$ cat src/rtl/timer_defs.sv
// Shared constants for the mm:ss countdown timer: per-digit limits, FSM encoding
// and the preset clamp used on load.
package timer_defs;

  localparam logic [3:0] SEC_U_LIM = 4'd9;
  localparam logic [3:0] SEC_T_LIM = 4'd5;
  localparam logic [3:0] MIN_U_LIM = 4'd9;
  localparam logic [3:0] MIN_T_LIM = 4'd5;

  typedef enum logic [1:0] {
    IDLE  = 2'd0,
    RUN   = 2'd1,
    PAUSE = 2'd2,
    DONE  = 2'd3
  } state_t;

  // Out-of-range preset nibbles saturate at the digit's limit.
  function automatic logic [3:0] clamp_digit(input logic [3:0] val, input logic [3:0] lim);
    logic [3:0] res;
    if (val > lim) begin
      res = lim;
    end else begin
      res = val;
    end
    return res;
  endfunction

endpackage

$ cat src/rtl/lim_dec.sv
// Limited decrementor: one BCD-style digit of the borrow chain, wrapping 0 -> L.
module lim_dec #(
  parameter logic [3:0] L = 4'd9
) (
  input  logic [3:0] a,
  input  logic       bi,
  output logic [3:0] diff,
  output logic       bo
);

  // Subtract the borrow-in; a borrow out of zero wraps to the digit limit.
  always_comb begin
    diff = a;
    bo   = 1'b0;
    if (bi && (a == 4'd0)) begin
      diff = L;
      bo   = 1'b1;
    end else if (bi) begin
      diff = a - 4'd1;
      bo   = 1'b0;
    end else begin
      diff = a;
      bo   = 1'b0;
    end
  end

endmodule

$ cat src/rtl/countdown_timer.sv
// Four-digit mm:ss countdown timer: load/clamp, start/pause FSM, prescaler and
// a four-stage limited-decrementor borrow chain. All outputs are registered.
module countdown_timer
  import timer_defs::*;
#(
  parameter int CLK_FREQ = 100_000_000
) (
  input  logic        clk,
  input  logic        rst_n,
  input  logic        load,
  input  logic [15:0] preset,
  input  logic        start_stop,
  output logic [15:0] digits,
  output logic        running,
  output logic        done,
  output logic        expired
);

  localparam int PW = (CLK_FREQ > 1) ? $clog2(CLK_FREQ) : 1;
  localparam logic [PW-1:0] PRESC_MAX = PW'(CLK_FREQ - 1);

  state_t        state;
  logic [PW-1:0] presc;
  logic          tick;
  logic [15:0]   loaded;
  logic [15:0]   dec;
  logic [3:0]    bo;

  assign tick = (state == RUN) && (presc == PRESC_MAX);

  assign loaded = {clamp_digit(preset[15:12], MIN_T_LIM),
                   clamp_digit(preset[11:8],  MIN_U_LIM),
                   clamp_digit(preset[7:4],   SEC_T_LIM),
                   clamp_digit(preset[3:0],   SEC_U_LIM)};

  lim_dec #(.L(SEC_U_LIM)) u_sec_u (.a(digits[3:0]),   .bi(1'b1),  .diff(dec[3:0]),   .bo(bo[0]));
  lim_dec #(.L(SEC_T_LIM)) u_sec_t (.a(digits[7:4]),   .bi(bo[0]), .diff(dec[7:4]),   .bo(bo[1]));
  lim_dec #(.L(MIN_U_LIM)) u_min_u (.a(digits[11:8]),  .bi(bo[1]), .diff(dec[11:8]),  .bo(bo[2]));
  lim_dec #(.L(MIN_T_LIM)) u_min_t (.a(digits[15:12]), .bi(bo[2]), .diff(dec[15:12]), .bo(bo[3]));

  // FSM, prescaler and digit registers; load overrides every state.
  always_ff @(posedge clk or negedge rst_n) begin
    if (!rst_n) begin
      state   <= IDLE;
      presc   <= '0;
      digits  <= 16'h0000;
      running <= 1'b0;
      done    <= 1'b0;
      expired <= 1'b0;
    end else begin
      done <= 1'b0;
      if (load) begin
        state   <= IDLE;
        presc   <= '0;
        digits  <= loaded;
        running <= 1'b0;
        expired <= 1'b0;
      end else begin
        case (state)
          IDLE: begin
            if (start_stop && (digits != 16'h0000)) begin
              state   <= RUN;
              presc   <= '0;
              running <= 1'b1;
            end
          end
          RUN: begin
            if (tick) begin
              presc <= '0;
              // A borrow out of the top digit would mean ticking from 0000; hold instead.
              digits <= bo[3] ? digits : dec;
              if (digits == 16'h0001) begin
                state   <= DONE;
                running <= 1'b0;
                done    <= 1'b1;
                expired <= 1'b1;
              end else if (start_stop) begin
                state   <= PAUSE;
                running <= 1'b0;
              end
            end else begin
              presc <= presc + PW'(1);
              if (start_stop) begin
                state   <= PAUSE;
                running <= 1'b0;
              end
            end
          end
          PAUSE: begin
            if (start_stop) begin
              state   <= RUN;
              running <= 1'b1;
            end
          end
          DONE: begin
            state <= DONE;
          end
          default: begin
            state   <= IDLE;
            running <= 1'b0;
          end
        endcase
      end
    end
  end

endmodule
$ cat config.mk
export PLATFORM = sky130hd
export DESIGN_NAME = countdown_timer
export DESIGN_NICKNAME = d
export VERILOG_FILES = /design/src/rtl/timer_defs.sv /design/src/rtl/lim_dec.sv /design/src/rtl/countdown_timer.sv
export SDC_FILE = /design/constraint.sdc
export NUM_CORES = 1
export LEC_CHECK = 0
export ABC_AREA = 1
export CAP_MARGIN = 20
export CORE_ASPECT_RATIO = 1.75
export CORE_MARGIN = 2
export CORE_UTILIZATION = 50
export CTS_CLUSTER_SIZE = 16
export DETAILED_ROUTE_END_ITERATION = 16
export PLACE_DENSITY = 0.81
export SLEW_MARGIN = 20
export SYNTH_ARGS = -nofsm -noshare
export SYNTH_HDL_FRONTEND = slang
export SYNTH_SLANG_ARGS = --single-unit
$ cat constraint.sdc
create_clock -name clk -period 3.82 [get_ports clk]
set_clock_uncertainty 0.1 [all_clocks]
set_input_delay 1.146 -clock clk [delete_from_list [all_inputs] [get_ports clk]]
set_output_delay 1.146 -clock clk [all_outputs]
set_load 0.02 [all_outputs]
==> out/summary.md, run 1 <==
The worst hold path begins at expired. STA classifies the critical path startpoint as a primary input. The worst path required time is 3910 ps. Depth of the worst hold-timing path: 2. The worst path meets setup with 1106 ps of slack. The area growth from synthesis to final layout is 16.74%. The share of total power dissipated in sequential elements is 38.5%. The root buffer cell chosen for the clock tree is clkbuf_16. For this block, the via count after detailed routing is 3412. The run gives 50.89% as the starting utilization of the core area.

In this run the vertical extent of the chip is 113.7 um. The worst register-to-register path ends at presc[21]. The number of vias per cell came out at 5.521. No sink is reached through more buffers than the 2 on the longest clock path.

Summed over all instances, the cell type with the most area after synthesis is dfrtp_1. The tools report the final wirelength as 8752 um. For this run the aggregate overflow at the end of global routing stands at 0. For this run, the number of Yosys warnings is 0.

For hold timing, the worst endpoint is expired. The cell count after placement was 610. The logs give 300 ps for the later-pin clock latency in the skew report and 15190 um for the first-pass GRT wire length. The mapped cell area was 3438 sq um. The area of all sequential standard cells came out at 1201 sq um. For met3 alone, demand over resource in global routing was 3.649%. The met2 demand-to-capacity share in global routing is 47.73%. The logs give 527 for the net count after synthesis and 618 for the final non-filler cell total.

The repair_antennas step left the layout with diodes totalling 0. In this run the worst setup path begins at load. The clock power share is 32.1%, and the violation count after the first detailed-route iteration is 182. Among all stages on the critical path, the largest delay is contributed by clkdlybuf4s50_1.

The weighted congestion at the end of routability-driven global placement is 0.9848, and the setup TNS after final layout is 0 ps. The worst setup path is captured at a flop. The multi-input combinational cells in the finished layout cover a total of 1941 sq um.

At the pin with the least slew margin, the transition time is 621.8 ps. Once the clock tree was built, the setup fixing pass inserted 0 buffers. The number of cells on the worst reg-to-reg path was 10; the routed length per instance was 14.16 um. Dividing total power by cell area gives a power density of 399.0 nW/um^2. The combined global-route utilization of all metal layers came out at 26.03%. In this run the standard cell core region covers 6756 sq um. In this run the number of H-tree levels came out at 2. The top achievable clock speed was 0.3684 GHz; the critical path data arrival time was 2810 ps. By area the synthesized netlist is led by dfrtp_1 (35%), nand2_1 (17%), nand3_1 (6.7%). TritonCTS created 5 clock buffers. Cells with a size suffix above 1 make up 7.491% of the layout. Clock-pin slew was measured on the worst setup and hold paths at 70 ps.

The share of total power dissipated in combinational logic is 29.4%. In this run the static leakage power is 1.810 nW. Walking the worst path, the cells encountered are clkdlybuf4s50_1 > inv_2 > nand2_1 > or3_1 > nand3_1 > nor2_1 > nand2_1 > nand2_1.

The final number of hold-violating endpoints came out at 0. A synthesized cell averages 6.877 sq um. The first TritonRoute pass finished after 5 iterations. The tools report the number of antenna violations at the first check in global routing as 0. Summed over all nets, the switching power comes to 0.0005352 W.

After layout, the minimum clock period comes to 2714 ps. The worst register-to-register path begins at presc[0]. In this run the worst path has a maximum fanout of 23. Measured on the finished design, the core utilization comes to 59.41%. The tools report the number of cells produced by synthesis as 500. Broken down by cell family, the worst path's largest delay share belongs to simple AND/OR/NAND/NOR gates. For this run, design rule violations remaining after detail routing come to 0. For this run, the slowest stage of the critical path takes 430 ps. After floorplanning, the core was divided into 40 placement rows. Setup violations remaining at the end of the flow were counted as 0.

Entering global routing, the biggest net connects 49 pins. OpenSTA, run right after detailed placement, puts the worst setup slack at 781.7 ps. The class of the worst hold path is reg2reg. The filler cells instantiated in the layout total 672.

VDD sags by at most 337.8 uV. The buffers plus inverters on the worst setup path was 2; the proportion of synthesized chip area in sequential cells was 34.93%. The horizontal die dimension was 66.69 um.

TritonCTS built the clock tree. For this design, the CTS-stage hold fixing added 0 buffers. The run finished with clean final reports. The reported max-cap violation count was 0. Net switching is 33.42% of the power. The final period utilization was 71.06%.

The tools report the final count of pins violating max slew as 0. The critical path in this run is classified as in2reg. Cell type with the highest occurrence count on the critical path: nand2_1.

The count of buffers added on input and output ports is 38. The worst pin sits at a relative slew slack of 58.54%. Post-CTS repair changed the size of 0 cells.

Number of distinct library cells after synthesis: 36. The tools report the final antenna-violating net count as 0. Synthesis inferred 48 register bits. The die covers 7582 sq um. The run gives 39 as the top-level I/O count. The internal power summed over all cells is 0.001066 W, and the register-to-register path setup slack is 1860 ps. The run gives 3385 as the via count of the first global-routing pass. The share of the synthesized area in the top cell type came out at 34.93%.

Setup repair after global routing left no endpoint under its margin. At the end of the flow, the number of nets in the layout was 560. For this run, global-route usage on met1 was measured as 27.31%. For this design, the sink count on the clock tree is 48. The most utilized layer in the global route result was met2. The run gives 6540 um as the HPWL after detailed placement.
[state kept, by name (all words and copies together), names as in the netlist]
| register | count |
|---|---|
| running | 1 |
| digits | 16 |
| state | 2 |
| presc | 27 |
| expired | 1 |
| done | 1 |
[Yosys cell counts (all sizes together)]
cell type / instances
nand2: 161
nor3b: 1
o21ai: 31
xnor2: 5
o21a: 4
a211oi: 1
nand3: 49
or3: 1
clkbuf: 4
a31oi: 2
dfrtp: 48
nand4: 18
nor3: 11
o22ai: 2
buf: 9
a22o: 1
a21oi: 8
nand3b: 4
ha: 7
xor2: 13
or2: 4
inv: 57
a22oi: 1
nor2: 54
o41ai: 1
o31ai: 3
[cells by family after synthesis]
family                     count (synthesis)  synth area share [%]
and+or+nand+nor                          303                 40.43
buffers and inverters                     70                 8.624
AOI/OAI and AO/OA                         54                 8.879
DFF                                       48                 34.93
xor gates and xnor gates                  18                 4.585
adders and majority gates                  7                 2.547
[worst max path at each step]
stage,end,slack [ps],cells after the start
final,running,1110,8
after global routing,running,940,8
after CTS,running,1100,8
after detailed placement,running,780,8
after global placement,running,840,8
after floorplan,running,1550,8
[through the flow]
step	area (sq um)	hold WS, ps	power, W
2_1_floorplan	3438	394.8	0.0009125
3_3_place_gp	3844	374.8	0.001084
3_5_place_dp	3844	375.7	0.001096
4_1_cts	4011	392.2	0.001611
5_1_grt	4014	442.4	0.001683
6_report	4014	391.7	0.001601
[power groups by stage]
stage                     combinational (W)  sequential (W)  clock [W]
after floorplan                    0.000245        0.000667          0
after global placement             0.000460        0.000624          0
after detailed placement           0.000471        0.000626          0
after CTS                          0.000475        0.000617   0.000519
after global routing               0.000520        0.000625   0.000538
final                              0.000471        0.000617   0.000514
[worst min-delay path, delay by kind of cell (launching register included)]
family	cells	cell delay (ps)
flip-flops	1	350
AO/OA/AOI/OAI	1	60
AND/OR/NAND/NOR	1	50
[layout by cell type (no fill, tap or decap), types with 3 or more instances in the layout]
cell             count
xnor2_1              5
a21oi_1              8
nand2_1            152
clkdlybuf4s50_1     37
or2_2                4
nor2_4               4
xor2_1              13
nand4_1             18
nor3_1              11
o21a_1               4
nand3_2              3
nor2_1              46
nor2_2               4
clkbuf_16            5
nand2_2              6
o31ai_1              3
nand3b_1             4
inv_1               51
inv_2                6
ha_1                 7
dfrtp_1             48
nand3_1             46
o21ai_1             14
o21ai_0             17
[area by class of cell]
| cell class | count | share of cell area (%) |
|---|---|---|
| flip-flops and latches | 48 | 29.93 |
| clock inverters | 3 | 1.060 |
| multi-input cells | 382 | 48.35 |
| repair buffers | 39 | 9.601 |
| clock buffers | 5 | 3.117 |
| inverters | 57 | 5.330 |
| well taps | 84 | 2.618 |
[layer usage]
layer / up-vias / share of wire, %
met2: 102 / 56
met5: - / 0
met3: 21 / 3.6
li1: 1688 / -
met4: 0 / 3.2
met1: 1601 / 37
Note: power is estimated with default switching activity, not from simulation.
==> run 2, diff against run 1 <==
Settings changed: PLACE_DENSITY 0.81 to 0.84.
Clock period 3.82 ns to 2.3 ns, I/O delays scaled along.
==> run 2 against run 1 <==
Global-route usage increased by 1.2 points. Power grew 64%. Register-to-register slack worse by 1600 ps. Sequential power rose by 67%. Utilization grew 1.3 points. Clock power is 49% higher. Critical path type is now reg2out. Highest routed layer unchanged.
==> out/summary.md, run 2 (same netlist as run 1, synthesis figures left out) <==
CTS built an H-tree with a depth of 2. In this run the worst setup path begins at digits[0]. The register with the most flip-flops in the layout has 27 of them. Using the TritonRoute via totals, the vias-per-cell ratio works out to 5.648.

Headroom to the max-slew limit came out at 73.50%. The final critical path takes up 95.72% of the cycle. The number of setup violations in the final report is 0, and the HPWL after detailed placement is 7211 um. The horizontal die dimension is 66.69 um, and the first-pass GRT wire length is 15960 um. The tree is rooted in a clkbuf_16. Along the worst path, the maximum fanout reaches 7.

The floorplan step defined a die boundary enclosing 7582 sq um. Clock input transition at the sequential cells of the worst setup and hold paths: 70 ps. The row count is 40, and the maximum number of pins on one net before global-route repair is 22.

The worst ir drop on vdd came out at 730.4 uV. Dividing the detail-routed wire length by the instance count gives 14.99 um. The maximum buffer depth of the clock tree came out at 2. At the pin with the least slew margin, the transition time is 396.1 ps.

The layout cell share with drive strength beyond 1 works out to 9.024%. The worst setup path is captured at a primary output. At the worst endpoint, the required time is 1510 ps.

The later-pin clock latency in the skew report was 300 ps. The tools report the number of antenna violations at the first check in global routing as 0. The first detailed-routing pass took 5 iterations.

In this run the critical register-to-register path is launched from digits[12]. The setup TNS after final layout was 0 ps. Global routing used 27.21% of the available tracks across all layers. Buffers inserted during clock tree synthesis total 5. The area growth from synthesis to final layout was 19.25%; the final count of pins violating max slew was 0. OpenSTA, run right after detailed placement, puts the worst setup slack at 63.98 ps. For the via count of the first global-routing pass, the log shows 3635. Final antenna-violating net count: 0. The largest registers in the layout are presc (27), digits (16), state (2). Type of the worst setup path: reg2out. Setup repair after global routing left no endpoint under its margin.

The logs give 0 for the count of inserted antenna diode cells and 0 for the remaining routing DRC violations. The critical path data arrival time is 1410 ps, and the post-cts repair resize count is 0. The flow ran to the end, and the final reports show no timing, DRC or antenna violations.

Traced cell by cell, the critical path runs through clkdlybuf4s50_1. The worst hold path belongs to the class in2async. The most common library cell in the layout ignoring fill and taps is nand2_1. In this design, the stage delay of the slowest critical-path cell is 650 ps. Leakage dissipation: 1.860 nW. The cell family contributing the most delay on the critical path is buffers and inverters.

The final layout net count is 569. Once the floorplan was initialized, standard cells occupied 50.89% of the core. The library cells used most frequently in the layout, excluding fill and tap cells, are nand2_1 (152), inv_1 (51), dfrtp_1 (48). The core region is 6756 sq um. In this run the post-CTS setup repair buffer count came out at 0.

Top-level I/O count: 39. The reported max-cap violation count is 0, and the total number of clock tree sinks is 48. In this run the power density over the cells is 641.7 nW/um^2.

For the weighted congestion at the end of routability-driven global placement, the log shows 0.9174. Setup slack on the critical path of the routed design comes to 98.55 ps. The logs give 0 for the final number of hold-violating endpoints and 0 for the overall overflow remaining after global route. For this design, the slowest cell found on the critical path is clkdlybuf4s50_1.

Counting flops per register, the top entry is presc. The buffers plus inverters on the worst setup path was 1; the violation count after the first detailed-route iteration was 251. TritonCTS built the clock tree. The count of port buffers added during placement was 38. The element type at the critical path start was a flop.

The overall die height was 113.7 um; the via count was 3541. For this design, the CTS-stage hold fixing added 0 buffers. The final critical path time including I/O delays and setup works out to 2201 ps. Wires add up to 9396 um.

Top achievable clock speed: 0.4542 GHz.
## run 2: stage by stage
step	area (sq um)	utilization (%)	power (W)	hold WS, ps	instances
6_report	4100	60.69	0.002631	178.5	627
5_1_grt	4100	60.69	0.002769	214.0	627
4_1_cts	4100	60.69	0.002631	196.6	627
3_5_place_dp	3949	58.44	0.001865	392.9	619
3_3_place_gp	3949	58.44	0.001844	383.1	619
2_1_floorplan	3438	-	0.001516	294.4	500
## run 2: final cells by class
type                    count  area, sq um
clock buffers               5        125.1
clock inverters             3        26.28
fillers                   628         2656
inverters                  57        214.0
multi-input cells         382         1941
flip-flops and latches     48         1201
well taps                  84        105.1
repair buffers             48        488.0
## run 2: power breakdown
group	leakage, nW	internal, W	switching (W)
Combinational	1.14	0.000361	0.000472
Sequential	0.643	0.000923	0.000108
Clock	0.0748	0.000413	0.000353
## run 2: path summary, 6_finish.rpt
kind                             end  slack [ps]  cells after the start
max                        digits[0]         100                      1
max reg2reg                digits[4]         250                     10
min in group clk           digits[7]         400                      2
max in group asynchronous  presc[15]        1320                      2
min reg2reg                digits[7]         400                      2
min                        presc[22]         180                      1
## run 2: per-layer routing
| metal | up-vias | share of wire, % | GRT usage [%] |
|---|---|---|---|
| li1 | 1705 | - | - |
| met1 | 1646 | 35 | 27.55 |
| met2 | 151 | 55 | 48.73 |
| met3 | 39 | 4.6 | 4.241 |
| met4 | 0 | 5.2 | 19.32 |
| met5 | - | 0 | 0 |
==> run 3, diff against run 2 <==
Settings changed: REMOVE_ABC_BUFFERS set to 1.
==> run 3 against run 2 <==
Sequential power barely moved. Global-route usage fell by 1.3 points. Routed wire length fell by 3.3%. Count of clock-buffer cells in the layout rose by 2. Largest power group unchanged. Critical path depth did not move. Clock power rose by 19%. Critical endpoint unchanged. Largest cell class unchanged. Utilization rose by 0.093 points. Highest routed layer unchanged. Hold slack improved by 79 ps.
==> out/summary.md, run 3 (same netlist as run 1, synthesis figures left out) <==
The run finished with clean final reports. Dividing the detail-routed via count by the number of cells gives 5.537. The largest stage delay on the critical path is 660 ps, and the total number of clock tree sinks is 48.

At the worst endpoint, the arrival time is 1430 ps. For this configuration, the core starts out at a cell density of 50.89%. Across all register-to-register paths, the minimum setup slack is 260 ps.

Switching power of the nets: 0.0008985 W. The number of cells on the worst reg-to-reg path was 10. The violation count after the first detailed-route iteration was 214. The final period utilization is 96.61%. For the worst-skew pair, the clock arrives at the later sink with an insertion delay of 300 ps. Internal power comes to 0.001846 W. The worst setup path endpoint is digits[0].

The congestion estimate from routability-driven global placement came to 1.002. The class of the worst hold path is in2async. The worst path setup slack after routing is 77.92 ps, and the horizontal die dimension is 66.69 um. After clock tree synthesis, the clock-pin slew on the worst setup and hold paths is 70 ps.

The routed length per instance was 14.49 um. For the final count of pins violating max slew, the log shows 0. The area growth from synthesis to final layout is 19.43%.

The library cells used most frequently in the layout, excluding fill and tap cells, are nand2_1 (152), inv_1 (51), dfrtp_1 (48). The run gives 33.3% as the clock power share. Detailed placement ended at an HPWL of 6892 um.

The tool flagged a number of max-cap violations equal to 0. Per report_power, the sequential group accounts for 37.3% of the total. TritonCTS built the clock tree. Setup violations remaining at the end of the flow were counted as 0. Post-cts repair resize count: 0.

The H-tree was split into 2 levels. Setup repair after global routing left no endpoint under its margin. The worst path needs 2222 ps of the cycle, external delays included. The count of inserted antenna diode cells is 0.

The worst setup path is of the reg2out kind. Timing analysis after detailed placement gives a worst setup slack of -87.92 ps. The worst ir drop on vdd came out at 488.5 uV. The remaining routing DRC violations is 0.

presc holds more flip-flops than any other register. For the final antenna-violating net count, the log shows 0. Cells with a size suffix above 1 make up 9.024% of the layout. In the final design database the tool counted 569 nets.

For this run, the total global-route usage over all layers was measured as 25.89%. In this run, post-CTS hold repair placed 0 buffers. The count of port buffers added during placement works out to 38. In this run, the combinational gates consume 29.4% of the power.

The slowest stage of the critical path is the clkdlybuf4s50_1 cell. The maximum buffer depth of the clock tree was 2; the area enclosed by the die boundary was 7582 sq um. The number of CTS-inserted buffers is 5, and the total iterations of the first detailed-routing run is 4. Floorplan core area: 6756 sq um. The maximum number of pins on one net before global-route repair is 28, and the total power per unit cell area is 668.4 nW/um^2.

The cell family contributing the most delay on the critical path is buffers and inverters. The number of flip-flops under the largest register name came out at 27. The signal on the critical path passes through clkdlybuf4s50_1. The most common library cell in the layout ignoring fill and taps is nand2_1.

STA classifies the critical path endpoint as a primary output. Derived from the worst setup path, the maximum achievable clock frequency is 0.4500 GHz. Buffers plus inverters on the worst setup path: 1. The logs give 15120 um for the first-pass GRT wire length and 40 for the row count.

The number of antenna violations at the first check in global routing was 0; the via count of the first global-routing pass was 3441. The worst path required time is 1510 ps, and the worst-margin pin slew is 519.2 ps. In this run the tightest slew margin relative to its limit is 65.39%. For the overall overflow remaining after global route, the log shows 0. In this run the critical register-to-register path is launched from presc[0]. After clock tree synthesis, the setup repair step added 0 buffers.

The run gives 0 as the final number of hold-violating endpoints. The capture instance of the worst register-to-register path was presc[20]. With fillers left out, the area of the finished cells amounts to 4106 sq um.

The net switching fraction of the power works out to 32.74%. Wires add up to 9088 um. The tools report the buffer cell driving the clock tree root as clkbuf_16. The number of stages on the worst setup path works out to 1. The largest registers in the layout are presc (27), digits (16), state (2).

The die is 113.7 um tall. In this run the worst path has a maximum fanout of 7. The most critical setup path has its startpoint at digits[0]. The worst setup path is launched from a flop. After detailed placement, the total cell area comes to 3924 sq um. The analysis attributes to cell leakage a power of 1.867 nW. The via count is 3472. The tools report the top-level I/O count as 39.
run 3: cell types whose count changed in the layout (fill, tap and decap cells not counted):
cell       previous run  this run
clkbuf_8              0         2
bufinv_16             0         1
clkinv_4              1         0
inv_6                 2         0
buf_12                3         1
buf_4                 7         9
run 3: power by group through the flow:
stage	registers, W	clock network (W)	logic (W)
after CTS	0.00102	0.000917	0.000806
after global placement	0.00103	0	0.000776
after detailed placement	0.00104	0	0.000799
after floorplan	0.00111	0	0.000389
final	0.00102	0.000913	0.000808
after global routing	0.00104	0.000946	0.000895
run 3: final cells by class:
cell class / count / area [sq um]
fill: 638 / 2650
multi-input combinational: 382 / 1941
sequential: 48 / 1201
timing repair buffer: 48 / 462.9
inverter: 57 / 214.0
clock buffer: 7 / 152.6
tap: 84 / 105.1
clock inverter: 1 / 30.03
run 3: routing by layer:
| layer | track usage [%] | vias to the layer above | part of all wire (%) |
|---|---|---|---|
| met5 | 0 | - | 0 |
| met4 | 16.73 | 0 | 5.5 |
| met3 | 3.353 | 35 | 4.4 |
| met2 | 46.20 | 113 | 53 |
| met1 | 27.57 | 1624 | 37 |
| li1 | - | 1700 | - |
run 3: worst min path at each step:
stage | endpoint | slack (ps) | start | cells after the start
floorplan | digits[0] | 290 | rst_n | 0
global placement | digits[15] | 390 | digits[15] | 2
detailed placement | expired | 390 | expired | 2
CTS | presc[19] | 280 | rst_n | 1
global route | presc[19] | 300 | rst_n | 1
finish | presc[19] | 260 | rst_n | 1
run 3: metrics by stage:
step / hold WS (ps) / TNS (ps) / total power (W) / cells / utilization (%)
after floorplan: 294.4 / 0 / 0.001497 / 487 / -
after global placement: 388.2 / -42.01 / 0.001810 / 619 / 58.07
after detailed placement: 391.5 / -1344 / 0.001835 / 619 / 58.07
after CTS: 282.5 / 0 / 0.002746 / 627 / 60.78
after global routing: 301.4 / 0 / 0.002877 / 627 / 60.78
final: 257.4 / 0 / 0.002745 / 627 / 60.78
